--- config.mk ---
export PLATFORM = sky130hd
export DESIGN_NAME = bicubic_linebuf_ctrl
export DESIGN_NICKNAME = d
export VERILOG_FILES = /design/src/rtl/bicubic_pkg.sv /design/src/rtl/bicubic_linebuf_ctrl_col_skid_fifo.sv /design/src/rtl/bicubic_linebuf_ctrl.sv
export SDC_FILE = /design/constraint.sdc
export NUM_CORES = 1
export LEC_CHECK = 0
export ABC_AREA = 1
export BUFFER_PORTS_ARGS = -buffer_cell sky130_fd_sc_hd__buf_2
export CELL_PAD_IN_SITES_DETAIL_PLACEMENT = 0
export CELL_PAD_IN_SITES_GLOBAL_PLACEMENT = 1
export CORE_MARGIN = 2
export CORE_UTILIZATION = 35
export CTS_BUF_LIST = sky130_fd_sc_hd__clkbuf_8
export CTS_CLUSTER_DIAMETER = 120
export DETAILED_ROUTE_END_ITERATION = 6
export HOLD_SLACK_MARGIN = 0.15
export PLACE_DENSITY = 0.7
export SYNTH_ARGS = -nofsm -noshare
export SYNTH_HDL_FRONTEND = slang
export SYNTH_SLANG_ARGS = --single-unit
--- constraint.sdc ---
create_clock -name clk -period 10.9 [get_ports clk]
set_input_delay 1.09 -clock clk [delete_from_list [all_inputs] [get_ports clk]]
set_output_delay 1.09 -clock clk [all_outputs]
set_load 0.01 [all_outputs]
--- src/rtl/bicubic_pkg.sv ---
// bicubic_pkg: shared constants, column-beat layout and width helper for the line buffer
package bicubic_pkg;
  localparam int N_TAPS = 4;
  localparam int N_BANKS = 4;
  localparam int DEF_DW = 24;
  localparam int DEF_IMG_W = 960;
  localparam int DEF_IMG_H = 540;
  typedef struct packed {
    logic [N_TAPS*DEF_DW-1:0] taps;
    logic [$clog2(DEF_IMG_W)-1:0] x;
    logic [$clog2(DEF_IMG_H)-1:0] y;
    logic eol;
  } col_beat_t;
  function automatic int beat_w(int dw, int aw, int yw);
    return N_TAPS * dw + aw + yw + 1;
  endfunction
endpackage

--- src/rtl/bicubic_linebuf_ctrl_col_skid_fifo.sv ---
// col_skid_fifo: 3-entry FIFO (clk, rst async, push/din in, pop in, dout/cnt out); dout holds while not popped
module col_skid_fifo
  import bicubic_pkg::*;
#(
  parameter int W = 8
) (
  input  logic         clk,
  input  logic         rst,
  input  logic         push,
  input  logic [W-1:0] din,
  input  logic         pop,
  output logic [W-1:0] dout,
  output logic [1:0]   cnt
);
  logic [W-1:0] mem [3];
  logic [1:0] rp, wp;
  assign dout = mem[rp];
  always_ff @(posedge clk or posedge rst) begin
    if (rst) begin
      rp <= '0;
      wp <= '0;
      cnt <= '0;
    end else begin
      if (push) wp <= wp == 2'd2 ? 2'd0 : wp + 2'd1;
      if (pop) rp <= rp == 2'd2 ? 2'd0 : rp + 2'd1;
      cnt <= cnt + 2'(push) - 2'(pop);
    end
  end
  always_ff @(posedge clk) if (push) mem[wp] <= din;
endmodule

--- src/rtl/bicubic_linebuf_ctrl.sv ---
// bicubic_linebuf_ctrl: rotating 4-bank line buffer emitting 4-tap vertical columns (in_* stream in, sram_* bank port, col_* stream out, frame_done pulse)
module bicubic_linebuf_ctrl
  import bicubic_pkg::*;
#(
  parameter int DW = DEF_DW,
  parameter int IMG_W = DEF_IMG_W,
  parameter int IMG_H = DEF_IMG_H,
  parameter int AW = $clog2(IMG_W)
) (
  input  logic                     clk,
  input  logic                     rst,
  input  logic                     in_valid,
  output logic                     in_ready,
  input  logic [DW-1:0]            in_data,
  input  logic                     in_sof,
  output logic                     col_valid,
  input  logic                     col_ready,
  output logic [N_TAPS*DW-1:0]     col_data,
  output logic [AW-1:0]            col_x,
  output logic [$clog2(IMG_H)-1:0] col_y,
  output logic                     col_eol,
  output logic                     frame_done,
  output logic [AW-1:0]            sram_addr,
  output logic [N_BANKS-1:0]       sram_cs_n,
  output logic [N_BANKS-1:0]       sram_wr_en,
  output logic [DW-1:0]            sram_wdata,
  input  logic [N_BANKS*DW-1:0]    sram_rdata
);
  localparam int YW = $clog2(IMG_H);
  localparam int BW = beat_w(DW, AW, YW);
  localparam logic [0:0] IDLE = 1'b0, ACTIVE = 1'b1;
  logic [0:0] state;
  logic [AW-1:0] x, ex, p1_x;
  logic [YW-1:0] y, ey, p1_y;
  logic [1:0] bank, eb, p1_bank, b0, b1, b2, fifo_cnt;
  logic [DW-1:0] p1_pix, t0, t1, t2;
  logic p1_valid, acc, eol_in, last_pix, pop;
  logic [BW-1:0] beat, fifo_out;
  assign in_ready = state == IDLE || (3'(fifo_cnt) + 3'(p1_valid)) < 3'd3;
  assign acc = in_valid && in_ready && (state == ACTIVE || in_sof);
  // in_sof forces the beat to be treated as the frame origin
  assign ex = in_sof ? '0 : x;
  assign ey = in_sof ? '0 : y;
  assign eb = in_sof ? '0 : bank;
  assign eol_in = ex == AW'(IMG_W - 1);
  assign last_pix = eol_in && ey == YW'(IMG_H - 1);
  assign sram_addr = ex;
  assign sram_cs_n = acc ? '0 : '1;
  assign sram_wr_en = acc ? N_BANKS'(1) << eb : '0;
  assign sram_wdata = in_data;
  // older rows live in the banks after the write bank, oldest first
  assign b0 = p1_bank + 2'd1;
  assign b1 = p1_bank + 2'd2;
  assign b2 = p1_bank + 2'd3;
  // rows above the frame replicate the topmost valid row
  always_comb begin
    t2 = p1_y == 0 ? p1_pix : sram_rdata[b2*DW +: DW];
    t1 = p1_y == 0 ? p1_pix : p1_y == 1 ? sram_rdata[b2*DW +: DW] : sram_rdata[b1*DW +: DW];
    t0 = p1_y == 0 ? p1_pix : p1_y == 1 ? sram_rdata[b2*DW +: DW] :
         p1_y == 2 ? sram_rdata[b1*DW +: DW] : sram_rdata[b0*DW +: DW];
  end
  assign beat = {p1_pix, t2, t1, t0, p1_x, p1_y, p1_x == AW'(IMG_W - 1)};
  assign {col_data, col_x, col_y, col_eol} = fifo_out;
  assign col_valid = fifo_cnt != 2'd0;
  assign pop = col_valid && col_ready;
  col_skid_fifo #(.W(BW)) u_fifo (
    .clk(clk), .rst(rst), .push(p1_valid), .din(beat), .pop(pop), .dout(fifo_out), .cnt(fifo_cnt)
  );
  always_ff @(posedge clk or posedge rst) begin
    if (rst) begin
      state <= IDLE;
      x <= '0;
      y <= '0;
      bank <= '0;
      p1_valid <= 1'b0;
      frame_done <= 1'b0;
    end else begin
      p1_valid <= acc;
      frame_done <= pop && col_eol && col_y == YW'(IMG_H - 1);
      if (acc) begin
        x <= eol_in ? '0 : ex + 1'b1;
        y <= eol_in ? (last_pix ? '0 : ey + 1'b1) : ey;
        bank <= eol_in ? eb + 2'd1 : eb;
        state <= last_pix ? IDLE : ACTIVE;
      end
    end
  end
  always_ff @(posedge clk) begin
    if (acc) begin
      p1_pix <= in_data;
      p1_x <= ex;
      p1_y <= ey;
      p1_bank <= eb;
    end
  end
endmodule

Word level (Yosys, flattened, before mapping)
Memories as Yosys holds them, arrays and structs flattened.
Cells that the tools add are included.
{ "word_totals": {"ramBits": 351, "out_inout_bits": 162, "mem_count": 1, "regBits": 77} }
{ "classes": {"add_sub_neg": 11, "magnitude_cmp": 1, "n_shift": 4, "reduce_logical": 10, "n_mul": 3, "muxes": 20, "n_eq_ne": 8, "bitwise_logic": 1} }
{ "memory_table": {"columns": ["memory", "words", "word_bits", "rd", "rd_ports_with_merged_regs", "write_ports", "line", "text"], "rows": [
  ["u_fifo.mem", 3, 117, 1, 0, 1, "bicubic_linebuf_ctrl_col_skid_fifo.sv:15", "logic [W-1:0] mem [3];"]
]} }
{ "ops": {"columns": ["operator", "count"], "rows": [
  ["96-bit by 8-bit variable part select with 24-bit output", 3],
  ["24-bit 2-to-1 mux", 6],
  ["10-bit 2-to-1 mux", 5],
  ["10-bit == test, second input constant", 4],
  ["10-bit by 1-bit adder with 10-bit output, second input constant", 2],
  ["2-bit by 2-bit multiplier with 4-bit output, second input constant", 3],
  ["10-bit by 1-bit == test with 1-bit output, second input constant", 1],
  ["10-bit by 2-bit == test with 1-bit output, second input constant", 1],
  ["10-bit logical NOT", 1],
  ["2-bit by 1-bit adder with 2-bit output, second input constant", 4],
  ["2-bit 2-to-1 mux", 4],
  ["4-bit 2-to-1 mux", 2],
  ["1-bit logical AND", 6],
  ["2-bit adder, second input constant", 2],
  ["2-bit == test, second input constant", 2],
  ["1-bit by 2-bit left shift with 4-bit output, first input constant", 1],
  ["2-bit by 1-bit adder with 3-bit output", 1],
  ["3-bit by 2-bit less-than comparator with 1-bit output, second input constant", 1],
  ["1-bit 2-to-1 mux", 3],
  ["2-bit by 1-bit adder with 2-bit output", 1],
  ["1-bit logical OR", 2],
  ["2-bit nonzero test", 1],
  ["2-bit by 1-bit subtractor with 2-bit output", 1],
  ["1-bit inverter", 1]
]} }

Longest topological paths before layout
Gate-level depths: netlist of run 1.
{ "depth": {"depth_word": 6, "ltp_mapped": 14} }

Modules after synthesis
Synthesis of run 1 repeated with hierarchy kept, for this count alone.
{ "hier_totals": {"cells_unflattened": 2138, "area_unflattened_um2": 20124.3} }
{ "modules_own_cells": {"columns": ["mod", "cells_per_inst", "n_inst", "area_per_inst_um2", "seq_area_each_um2"], "rows": [
  ["col_skid_fifo", 907, 1, 13217.7, 10690.3],
  ["bicubic_linebuf_ctrl", 1231, 1, 6906.6, 2006.9]
]} }

Worst setup path before layout of run 1
Ideal clock, no wire load.
{ "synth_path": {"kind": "register to register", "from": "register p1_valid", "to": "register u_fifo.wp[0]", "required_ns": 10.773, "t_arrival_ns": 9.071, "path_slack_ns": 1.702, "stages_incl_launch_ff": 4, "setup_time_ns": 0.127, "n_path_buf": 0, "path_cell_list": "dfrtp_1 -> inv_1 -> nor3_1 -> o21bai_1"} }
{ "synth_lines": {"columns": ["element", "line", "text"], "rows": [
  ["start: declaration", "bicubic_linebuf_ctrl.sv:37", "logic p1_valid, acc, eol_in, last_pix, pop;"],
  ["start signal: assignment", "bicubic_linebuf_ctrl.sv:75", "p1_valid <= 1'b0;"],
  ["start signal: assignment", "bicubic_linebuf_ctrl.sv:78", "p1_valid <= acc;"],
  ["end signal: assignment", "bicubic_linebuf_ctrl_col_skid_fifo.sv:24", "if (push) wp <= wp == 2'd2 ? 2'd0 : wp + 2'd1;"],
  ["end: declaration", "bicubic_linebuf_ctrl_col_skid_fifo.sv:16", "logic [1:0] rp, wp;"]
]} }

Final worst setup path of run 1
{ "layout_path": {"from": "register u_fifo.rp[1]", "to": "output col_data[3]"} }
{ "layout_between": {"elab_chain_cells": 1} }
{ "layout_rtl": {"columns": ["element", "line", "text"], "rows": [
  ["start: declaration", "bicubic_linebuf_ctrl_col_skid_fifo.sv:16", null],
  ["start signal: assignment", "bicubic_linebuf_ctrl_col_skid_fifo.sv:25", "if (pop) rp <= rp == 2'd2 ? 2'd0 : rp + 2'd1;"],
  ["memory read 3 x 117 bit", null, null],
  ["end: declaration", "bicubic_linebuf_ctrl.sv:18", "output logic [N_TAPS*DW-1:0] col_data,"]
]} }
No other way between the ends.

==> impl_metrics.yaml, run 1 <==
cts:
  cts_setup_buffers: 0
  cts_buffers: 76
  cts_buffer_depth: 3
  cts_hold_buf: 0
  clkLatencyLatePin_ps: 660
  path_clk_slew_ps: 60
  tritoncts: "built"
  cts_num_sinks: 428
  cts-root-buf: "clkbuf_8"
  htree_levels: 3
  cts_resized: 0
layout:
  fin_cells: 3101
  drive_above_1_share_pct: 19.0
  final_net_count: 2425
  synthToLayoutAreaGrowth_pct: 16.7
  fillCellCount: 5407
logic_synthesis:
  synth-edff-count: 397
  syn_avg_cell_area_sq_um: 9.71
  synth_top_area_share_pct: 60.5
  async_flop_share_pct: 7.24
  synth_seq_cells: 428
  synth_seq_area_share_pct: 64.4
  syn_inst: 2030
  syn_nets: 2165
  yosys-top-cells-count: "908 x nand2_1, 397 x edfxtp_1, 165 x nand3_1"
  ys.flop_type: "edfxtp_1"
  yosysTopAreaCell: "edfxtp_1"
  netlist_top_cells_area: "edfxtp_1 60%, nand2_1 17%, nand3_1 4.2%"
  synth.most_common_cell: "nand2_1"
  ys_types: 35
  syn_area_sq_mm: 0.0197
  synth_warnings: 0
timing:
  worst_pin_slew_ps: 1120
  fin_crit_ps: 4910
  tns_ps: 0
  finalSetupViolCount: 0
  max_freq_mhz: 204
  post-route-period-util_pct: 45.0
  rsz0062_at_grt: "false"
  fin_skew_ps: 33.5
  final_max_slew_viol_count: 0
  hold_viol_final: 0
  relSlewSlack_pct: 25.0
global_routing:
  grt_max_degree: 118
  antenna_found_initial: 9
  grt_pass1_wl_microns: 84700
  grt_overflow: 0
  track_usage_pct: 19.8
  grt_pass1_vias: 14100
worst_setup_path:
  criticalPathCategory: "flip-flop to output pin"
  startpoint: "u_fifo.rp[1]$_DFFE_PP0P_"
  critPathSlowestCell: "nor2_4"
  cpLargestDelayFamily: "simple AND/OR/NAND/NOR gates"
  rr_startpoint: "p1_bank[0]$_DFFE_PP_"
  reg2reg_slack_ps: 7380
  cpPeakStageDelay_ps: 930
  cp.required_ps: 9810
  cp_max_fo: 77
  worstSetupEndpointType: "output pin"
  worstSetupStartpointType: "flip-flop"
  timing.critical_path.arrival_ps: 3820
  path_buf_inv: 2
  crit_path_cell_trace: "nor2_4, buf_4, nand2_1, nand3_1, buf_2"
floorplan:
  initial_core_util_pct: 35.6
  dieHeight_microns: 241
  rows: 86
  io_pins: 287
  die_w_microns: 241
  core_sq_mm: 0.0554
  dieArea_sq_mm: 0.0582
power:
  pwr-share-comb_pct: 36.8
  p_int_mw: 3.81
  swShare_pct: 39.3
  p_per_area_mw_per_mm2: 273
  p_sw_mw: 2.47
  irDropWorstVdd_uv: 146
  p_clk_share_pct: 22.3
  p_leak_nw: 9.87
  pwr-share-seq_pct: 40.9
placed_design:
  gp_congestion: 0.835
  port_buffers: 286
  hpwlAfterDp_microns: 38600
  place_inst: 2960
status:
  status: "completed"
job:
  drv_cap: 0
routing:
  viasPerCell: 4.76
  totalWireLength_microns: 57900
  post_drt_wl_per_cell_microns: 18.7
  post-route-drc-count: 0
  num_vias: 14800
  drt_first_pass_iters: 5
  drt_iter0_drc: 977
  ant_nets: 0
hold_path:
  hold_start: "y[5]$_DFFE_PP0P_"
  min_path_type: "flip-flop to flip-flop"
## path summary, 6_finish.rpt
kind | end | depth (start not counted)
max | col_data[3] | 5
min | y[5]$_DFFE_PP0P_ | 2
max reg2reg | u_fifo.mem[1][45]$_DFFE_PP_ | 10
min reg2reg | y[5]$_DFFE_PP0P_ | 2
max in group asynchronous | u_fifo.rp[1]$_DFFE_PP0P_ | 3
min in group asynchronous | x[8]$_DFFE_PP0P_ | 3
## logic make-up after synthesis
logic type | Yosys count | synth area share (%)
simple gates | 1198 | 24.6
flops | 428 | 64.4
buf+inv | 237 | 5.69
compound gates | 151 | 4.37
fa+ha+maj | 10 | 0.635
xor+xnor | 6 | 0.267
## power by group through the flow
stage | Sequential, mW | Combinational [mW] | Clock [mW]
2_1_floorplan | 2.61 | 1.45 | 0
3_3_place_gp | 2.59 | 2.35 | 0
3_5_place_dp | 2.60 | 2.37 | 0
4_1_cts | 2.57 | 2.38 | 1.44
5_1_grt | 2.60 | 2.59 | 1.51
6_report | 2.57 | 2.31 | 1.40
## per-layer routing
metal	part of all wire [%]	GRT usage, %	vias up
li1	-	-	7223
met1	40	23.8	7007
met2	51	35.1	440
met3	6.2	3.99	90
met4	2.7	7.31	10
met5	0.098	0	-
## cells in the final DEF, fill, tap and decap left out, types with 2 or more instances in the layout
cell type,instances
a21oi_1,2
buf_2,286
buf_4,15
bufinv_16,3
clkbuf_8,77
clkinv_1,13
clkinv_2,8
clkinvlp_4,3
dfrtp_1,30
diode_2,2
edfxtp_1,397
ha_1,10
inv_1,141
inv_2,6
inv_8,2
nand2_1,907
nand2_2,2
nand3_1,165
nand4_1,6
nor2_1,75
nor2_2,2
nor2_4,5
nor3_1,5
nor3_2,3
o21ai_0,71
o21ai_1,47
o21ai_2,23
o21bai_1,2
o22ai_1,4
or2_1,23
or2_2,2
xnor2_1,3
xor2_1,3
## final cells by class
| type | count | area [sq um] | area share, % |
|---|---|---|---|
| Sequential cell | 428 | 12700 | 55.2 |
| Multi-Input combinational cell | 1365 | 5920 | 25.7 |
| Timing Repair Buffer | 302 | 1560 | 6.80 |
| Clock buffer | 77 | 1060 | 4.61 |
| Tap cell | 748 | 936 | 4.07 |
| Inverter | 117 | 443 | 1.93 |
| Clock inverter | 62 | 364 | 1.58 |
| Antenna cell | 2 | 5.00 | 0.0218 |
## per-stage QoR
stage / setup slack (ps) / instance area [sq um] / util (%) / power (mW) / hold WS, ps
6_report: 5990 / 23000 / 41.5 / 6.27 / 483
5_1_grt: 5790 / 23000 / 41.5 / 6.71 / 514
4_1_cts: 5890 / 23000 / 41.5 / 6.39 / 483
3_5_place_dp: 6600 / 21600 / 38.9 / 4.98 / 470
3_3_place_gp: 6650 / 21600 / 38.9 / 4.94 / 465
2_1_floorplan: 1700 / 19700 / - / 4.06 / 449
## worst reg2reg max path, delay by kind of cell (launching register included)
| kind | cells | cell delay, ps |
|---|---|---|
| AND/OR/NAND/NOR | 6 | 1820 |
| buffers and inverters | 2 | 810 |
| AO/OA/AOI/OAI | 2 | 170 |
| flip-flops | 1 | 410 |
## state kept, by name, summed over array words and instances, names as in the netlist
| name | cells |
|---|---|
| u_fifo.wp | 2 |
| p1_bank | 2 |
| bank | 2 |
| u_fifo.cnt | 2 |
| x | 10 |
| frame_done | 1 |
| p1_x | 10 |
| u_fifo.rp | 2 |
| p1_y | 10 |
| y | 10 |
| state | 1 |
| p1_valid | 1 |
| p1_pix | 24 |
| u_fifo.mem | 351 |
Power figures use the tool's default switching activity.
==> run 2: changes to the inputs <==
--- a/config.mk
+++ b/config.mk
@@ -5,7 +5,7 @@
 export SDC_FILE = /design/constraint.sdc
 export NUM_CORES = 1
 export LEC_CHECK = 0
-export ABC_AREA = 1
+export ABC_AREA = 0
 export BUFFER_PORTS_ARGS = -buffer_cell sky130_fd_sc_hd__buf_2
 export CELL_PAD_IN_SITES_DETAIL_PLACEMENT = 0
 export CELL_PAD_IN_SITES_GLOBAL_PLACEMENT = 1
@@ -15,7 +15,7 @@
 export CTS_CLUSTER_DIAMETER = 120
 export DETAILED_ROUTE_END_ITERATION = 6
 export HOLD_SLACK_MARGIN = 0.15
-export PLACE_DENSITY = 0.7
+export PLACE_DENSITY = 0.68
 export SYNTH_ARGS = -nofsm -noshare
 export SYNTH_HDL_FRONTEND = slang
 export SYNTH_SLANG_ARGS = --single-unit
==> constraint.sdc (replaced) <==
create_clock -name clk -period 3.95 [get_ports clk]
set_input_delay 0.395 -clock clk [delete_from_list [all_inputs] [get_ports clk]]
set_output_delay 0.395 -clock clk [all_outputs]
set_load 0.01 [all_outputs]
==> impl_metrics.yaml, run 2 <==
cts:
  tritoncts: "built"
  cts_buffer_depth: 3
  cts_num_sinks: 428
  htree_levels: 3
  cts-root-buf: "clkbuf_8"
  clkLatencyLatePin_ps: 640
  cts_buffers: 73
  cts_setup_buffers: 0
  cts_resized: 0
  path_clk_slew_ps: 60
power:
  p_total_mw: 17.2
  irDropWorstVdd_uv: 413
  swShare_pct: 36.8
  pwr-share-comb_pct: 36.0
  p_per_area_mw_per_mm2: 735
  p_leak_nw: 8.52
  pwr-share-seq_pct: 43.0
  p_clk_share_pct: 21.0
  p_int_mw: 10.9
  p_sw_mw: 6.33
floorplan:
  dieArea_sq_mm: 0.0579
  rows: 86
  io_pins: 287
  initial_core_util_pct: 35.5
  die_w_microns: 241
  core_sq_mm: 0.0552
  dieHeight_microns: 241
worst_setup_path:
  cp.required_ps: 3560
  cp_max_fo: 105
  criticalPathCategory: "flip-flop to output pin"
  worstSetupStartpointType: "flip-flop"
  rr_worst_depth: 5
  timing.critical_path.arrival_ps: 2880
  worstSetupEndpointType: "output pin"
logic_synthesis:
  yosysTopAreaCell: "edfxtp_1"
  netlist_top_cells_area: "edfxtp_1 61%, mux4_2 7.9%, mux2i_1 7.6%"
  yosys-top-cells-count: "397 x edfxtp_1, 168 x nand2_1, 148 x mux2i_1"
  synth_seq_cells: 428
  synth.most_common_cell: "edfxtp_1"
  async_flop_share_pct: 7.24
  synth_warnings: 0
  ys_types: 55
  syn_area_sq_mm: 0.0196
  ys.flop_type: "edfxtp_1"
  syn_nets: 1470
  synth_seq_area_share_pct: 64.8
  syn_avg_cell_area_sq_um: 14.7
  synth_top_area_share_pct: 60.9
  syn_inst: 1335
  synth-edff-count: 397
timing:
  post-route-period-util_pct: 82.9
  fin_skew_ps: 25.9
  rsz0062_at_grt: "false"
  worst_hold_slack_ps: 400
  max_freq_mhz: 306
  worst_pin_slew_ps: 1070
  fin_crit_ps: 3270
  hold_viol_final: 0
  finalSetupViolCount: 0
  tns_ps: 0
  relSlewSlack_pct: 28.7
  final_max_slew_viol_count: 0
layout:
  final_util_pct: 42.4
  largest_reg_flops: 351
  top_regs: "u_fifo.mem: 351 flops, p1_pix: 24 flops"
  regMostFlops: "u_fifo.mem"
  final_cell_mix: "397 x edfxtp_1, 286 x buf_2, 168 x nand2_1"
  final_common_cell: "edfxtp_1"
  fin_cells: 2454
  synthToLayoutAreaGrowth_pct: 19.6
  drive_above_1_share_pct: 30.6
  final_net_count: 1782
placed_design:
  place_inst: 2292
  gp_congestion: 0.767
  port_buffers: 286
  hpwlAfterDp_microns: 34500
global_routing:
  grt_pass1_vias: 12300
  grt_pass1_wl_microns: 75900
  grt_max_degree: 118
  grt_overflow: 0
  antenna_found_initial: 8
  track_usage_pct: 17.8
routing:
  drt_first_pass_iters: 5
  viasPerCell: 5.16
  post_drt_wl_per_cell_microns: 21.4
  totalWireLength_microns: 52400
  post-route-drc-count: 0
  drt_iter0_drc: 901
  ant_nets: 0
  num_vias: 12700
status:
  status: "completed"
hold_path:
  holdPathStages: 3
  min_path_type: "primary input to flip-flop"
job:
  drv_cap: 0
==> run 2: changes by cell type in the layout (fill, tap and decap cells not counted), moves of 24 or more <==
cell,previous run,this run
inv_1,141,31
dlygate4sd3_1,0,28
o21ai_1,47,11
nand3_1,165,12
o21ai_0,71,143
mux4_2,0,69
mux2_2,0,24
nor2_1,75,11
a22oi_1,0,48
nand2_1,907,168
mux2i_1,0,148
==> run 2: cell type report <==
type | count | area [sq um]
Fill cell | 5089 | 31800
Sequential cell | 428 | 12700
Multi-Input combinational cell | 778 | 6280
Timing Repair Buffer | 352 | 2150
Clock buffer | 76 | 1050
Tap cell | 748 | 936
Clock inverter | 53 | 253
Inverter | 14 | 52.6
Antenna cell | 5 | 12.5
==> run 2: worst max-delay path, stage by stage, from the launching register on <==
cell     delay, ps
dfrtp_4       1130
buf_4          520
o21ai_0        310
buf_2          230
==> run 2: path summary, 6_finish.rpt <==
path	startpoint	to	slack, ps
worst max-delay path	u_fifo.rp[1]$_DFFE_PP0P_	col_data[54]	680
worst min-delay path	sram_rdata[80]	u_fifo.mem[2][77]$_DFFE_PP_	400
worst max register to register	p1_y[7]$_DFFE_PP_	u_fifo.mem[1][73]$_DFFE_PP_	1160
worst min register to register	p1_y[7]$_DFFE_PP_	u_fifo.mem[0][8]$_DFFE_PP_	500
max in group asynchronous	rst	u_fifo.rp[0]$_DFFE_PP0P_	3190
min in group asynchronous	rst	u_fifo.rp[1]$_DFFE_PP0P_	420
==> run 2: cells by family after synthesis <==
family,count (synthesis),synth area share (%)
AOI/OAI and AO/OA,257,7.85
xor gates and xnor gates,2,0.0895
muxes,243,17.0
and+or+nand+nor,266,6.31
DFF,428,64.8
adders and majority gates,10,0.639
buffers and inverters,129,3.30
==> run 2: metal layers <==
metal	track usage, %	share of wire, %	wire length, microns	vias to the layer above
li1	-	-	-	5808
met1	24.3	44	22900	6374
met2	27.9	48	24900	412
met3	4.21	6.8	3580	76
met4	6.02	2.0	1030	4
met5	0	0.044	23	-
==> run 2: through the flow <==
| step | area, sq um | setup slack [ps] |
|---|---|---|
| after detailed placement | 21800 | 1160 |
| final | 23400 | 677 |
| after global routing | 23400 | 458 |
| after floorplan | 19600 | -92.1 |
| after global placement | 21800 | 1220 |
| after CTS | 23400 | 618 |
==> run 2: timing repair <==
action / CTS / global route
hold endpoints to repair: 60 / 0
hold buffers: 28 / 0
setup endpoints to repair: 0 / 0
==> run 2: power by group through the flow <==
stage	registers [mW]	logic [mW]	clock network (mW)
after floorplan	7.13	3.91	0
after global placement	7.46	6.20	0
after detailed placement	7.52	6.27	0
after CTS	7.43	6.32	3.71
after global routing	7.54	6.74	3.91
final	7.40	6.20	3.61
==> run 3: changes to the inputs <==
--- a/config.mk
+++ b/config.mk
@@ -15,7 +15,7 @@
 export CTS_CLUSTER_DIAMETER = 120
 export DETAILED_ROUTE_END_ITERATION = 6
 export HOLD_SLACK_MARGIN = 0.15
-export PLACE_DENSITY = 0.68
+export PLACE_DENSITY = 0.66
 export SYNTH_ARGS = -nofsm -noshare
 export SYNTH_HDL_FRONTEND = slang
 export SYNTH_SLANG_ARGS = --single-unit
==> constraint.sdc (replaced) <==
create_clock -name clk -period 3.2 [get_ports clk]
set_input_delay 0.32 -clock clk [delete_from_list [all_inputs] [get_ports clk]]
set_output_delay 0.32 -clock clk [all_outputs]
set_load 0.01 [all_outputs]
==> impl_metrics.yaml, run 3 (synthesis gave the netlist of run 2 again) <==
floorplan:
  dieArea_sq_mm: 0.0579
  initial_core_util_pct: 35.5
  rows: 86
  io_pins: 287
  die_w_microns: 241
  dieHeight_microns: 241
  core_sq_mm: 0.0552
global_routing:
  grt_pass1_vias: 12600
  grt_overflow: 0
  antenna_found_initial: 5
  track_usage_pct: 17.9
  grt_max_degree: 118
  grt_pass1_wl_microns: 77000
worst_setup_path:
  cp.required_ps: 2880
  worstSetupStartpointType: "flip-flop"
  timing.critical_path.arrival_ps: 2660
  crit_path_cell_trace: "ha_1, ha_1, a21oi_1, a31oi_2, inv_2, and2_1, buf_2"
  worstSetupEndpointType: "output pin"
  critPathSlowestCell: "dfrtp_1"
  cpPeakStageDelay_ps: 430
  path_common_cell: "ha_1"
  reg2reg_slack_ps: 510
  cp_max_fo: 19
  criticalPathCategory: "flip-flop to output pin"
timing:
  fin_ws_ps: 215
  fin_skew_ps: 41.4
  post-route-period-util_pct: 93.3
  max_freq_mhz: 335
  fin_crit_ps: 2980
  finalSetupViolCount: 0
  relSlewSlack_pct: 42.7
  final_max_slew_viol_count: 0
  worst_pin_slew_ps: 858
  hold_viol_final: 0
  worst_hold_slack_ps: 327
  rsz0062_at_grt: "false"
power:
  p_total_mw: 21.5
  irDropWorstVdd_uv: 810
  p_per_area_mw_per_mm2: 911
  p_leak_nw: 8.60
layout:
  final_cell_mix: "397 x edfxtp_1, 286 x buf_2, 168 x nand2_1"
  synthToLayoutAreaGrowth_pct: 20.4
  final_net_count: 1788
  largest_reg_flops: 351
  regMostFlops: "u_fifo.mem"
  drive_above_1_share_pct: 30.4
  top_regs: "u_fifo.mem: 351 flops, p1_pix: 24 flops"
  final_common_cell: "edfxtp_1"
routing:
  drt_first_pass_iters: 5
  post_drt_wl_per_cell_microns: 21.5
  num_vias: 12700
  ant_nets: 0
  totalWireLength_microns: 52900
  post-route-drc-count: 0
  viasPerCell: 5.17
  drt_iter0_drc: 830
cts:
  cts_setup_buffers: 0
  htree_levels: 3
  path_clk_slew_ps: 60
  clkLatencyLatePin_ps: 650
  cts_buffers: 74
  tritoncts: "built"
  cts_buffer_depth: 3
  cts_num_sinks: 428
  cts-root-buf: "clkbuf_8"
placed_design:
  pre_cts_slack_ps: 545
  gp_congestion: 0.799
  hpwlAfterDp_microns: 34700
  port_buffers: 286
hold_path:
  min_path_type: "primary input to flip-flop"
status:
  status: "completed"
job:
  drv_cap: 0
==> run 3: cell types whose count changed in the layout (fill, tap and decap cells not counted) <==
| cell | before | now |
|---|---|---|
| inv_6 | 0 | 1 |
| inv_1 | 31 | 34 |
| clkbuf_8 | 76 | 79 |
| diode_2 | 5 | 2 |
| clkinv_1 | 20 | 23 |
| bufinv_16 | 1 | 2 |
| buf_12 | 12 | 18 |
| clkinvlp_4 | 4 | 1 |
| buf_4 | 26 | 25 |
| clkinv_2 | 10 | 2 |
==> run 3: report_power, final <==
| group | internal, mW | leakage [nW] | switching [mW] |
|---|---|---|---|
| sequential | 8.25 | 4.08 | 0.742 |
| clock | 2.42 | 0.757 | 2.19 |
| combinational | 2.99 | 3.76 | 4.87 |
==> run 3: worst paths after layout <==
kind / from / end / cells after the start
setup / recovery: p1_valid$_DFF_PP0_ / sram_wr_en[0] / 7
hold / removal: sram_rdata[93] / u_fifo.mem[0][90]$_DFFE_PP_ / 3
setup reg to reg: p1_y[7]$_DFFE_PP_ / u_fifo.mem[1][77]$_DFFE_PP_ / 5
hold reg to reg: x[1]$_DFFE_PP0P_ / x[1]$_DFFE_PP0P_ / 2
max in group asynchronous: rst / y[1]$_DFFE_PP0P_ / 4
min in group asynchronous: rst / frame_done$_DFF_PP0_ / 3
==> run 3: per-stage QoR <==
step                utilization, %  instances  setup TNS [ps]  instance area, sq um
global route                  42.7       2455               0                 23600
detailed placement            39.8       2297               0                 22000
global placement              39.8       2297               0                 22000
floorplan                        -       1335         -198040                 19600
finish                        42.7       2456               0                 23600
CTS                           42.7       2454               0                 23600
==> run 3: area by class of cell <==
cell class | count | area [sq um]
Clock buffer | 79 | 1090
Tap cell | 748 | 936
Timing Repair Buffer | 357 | 2260
Inverter | 14 | 52.6
Antenna cell | 2 | 5.00
Multi-Input combinational cell | 778 | 6280
Fill cell | 5018 | 31600
Clock inverter | 50 | 251
Sequential cell | 428 | 12700
==> run 3: worst max-delay path: cells and delay by family, from the launching register on <==
family	cells	cell delay (ps)
AO/OA/AOI/OAI	2	520
adder cells (fa/ha/maj)	2	460
buffers and inverters	2	430
flip-flops	1	430
AND/OR/NAND/NOR	1	190
==> run 3: metal layers <==
layer / global-route usage, % / wire length (microns)
met5: 0 / 44
met4: 6.00 / 956
met3: 4.23 / 3890
met2: 29.0 / 25500
met1: 23.8 / 22500
==> run 3: timing repair <==
action | 4_1_cts | 5_1_grt
endpoints found under the setup margin | 0 | 0
hold buffers | 28 | 0
endpoints found under the hold margin | 46 | 0
gates resized for setup | 0 | 0
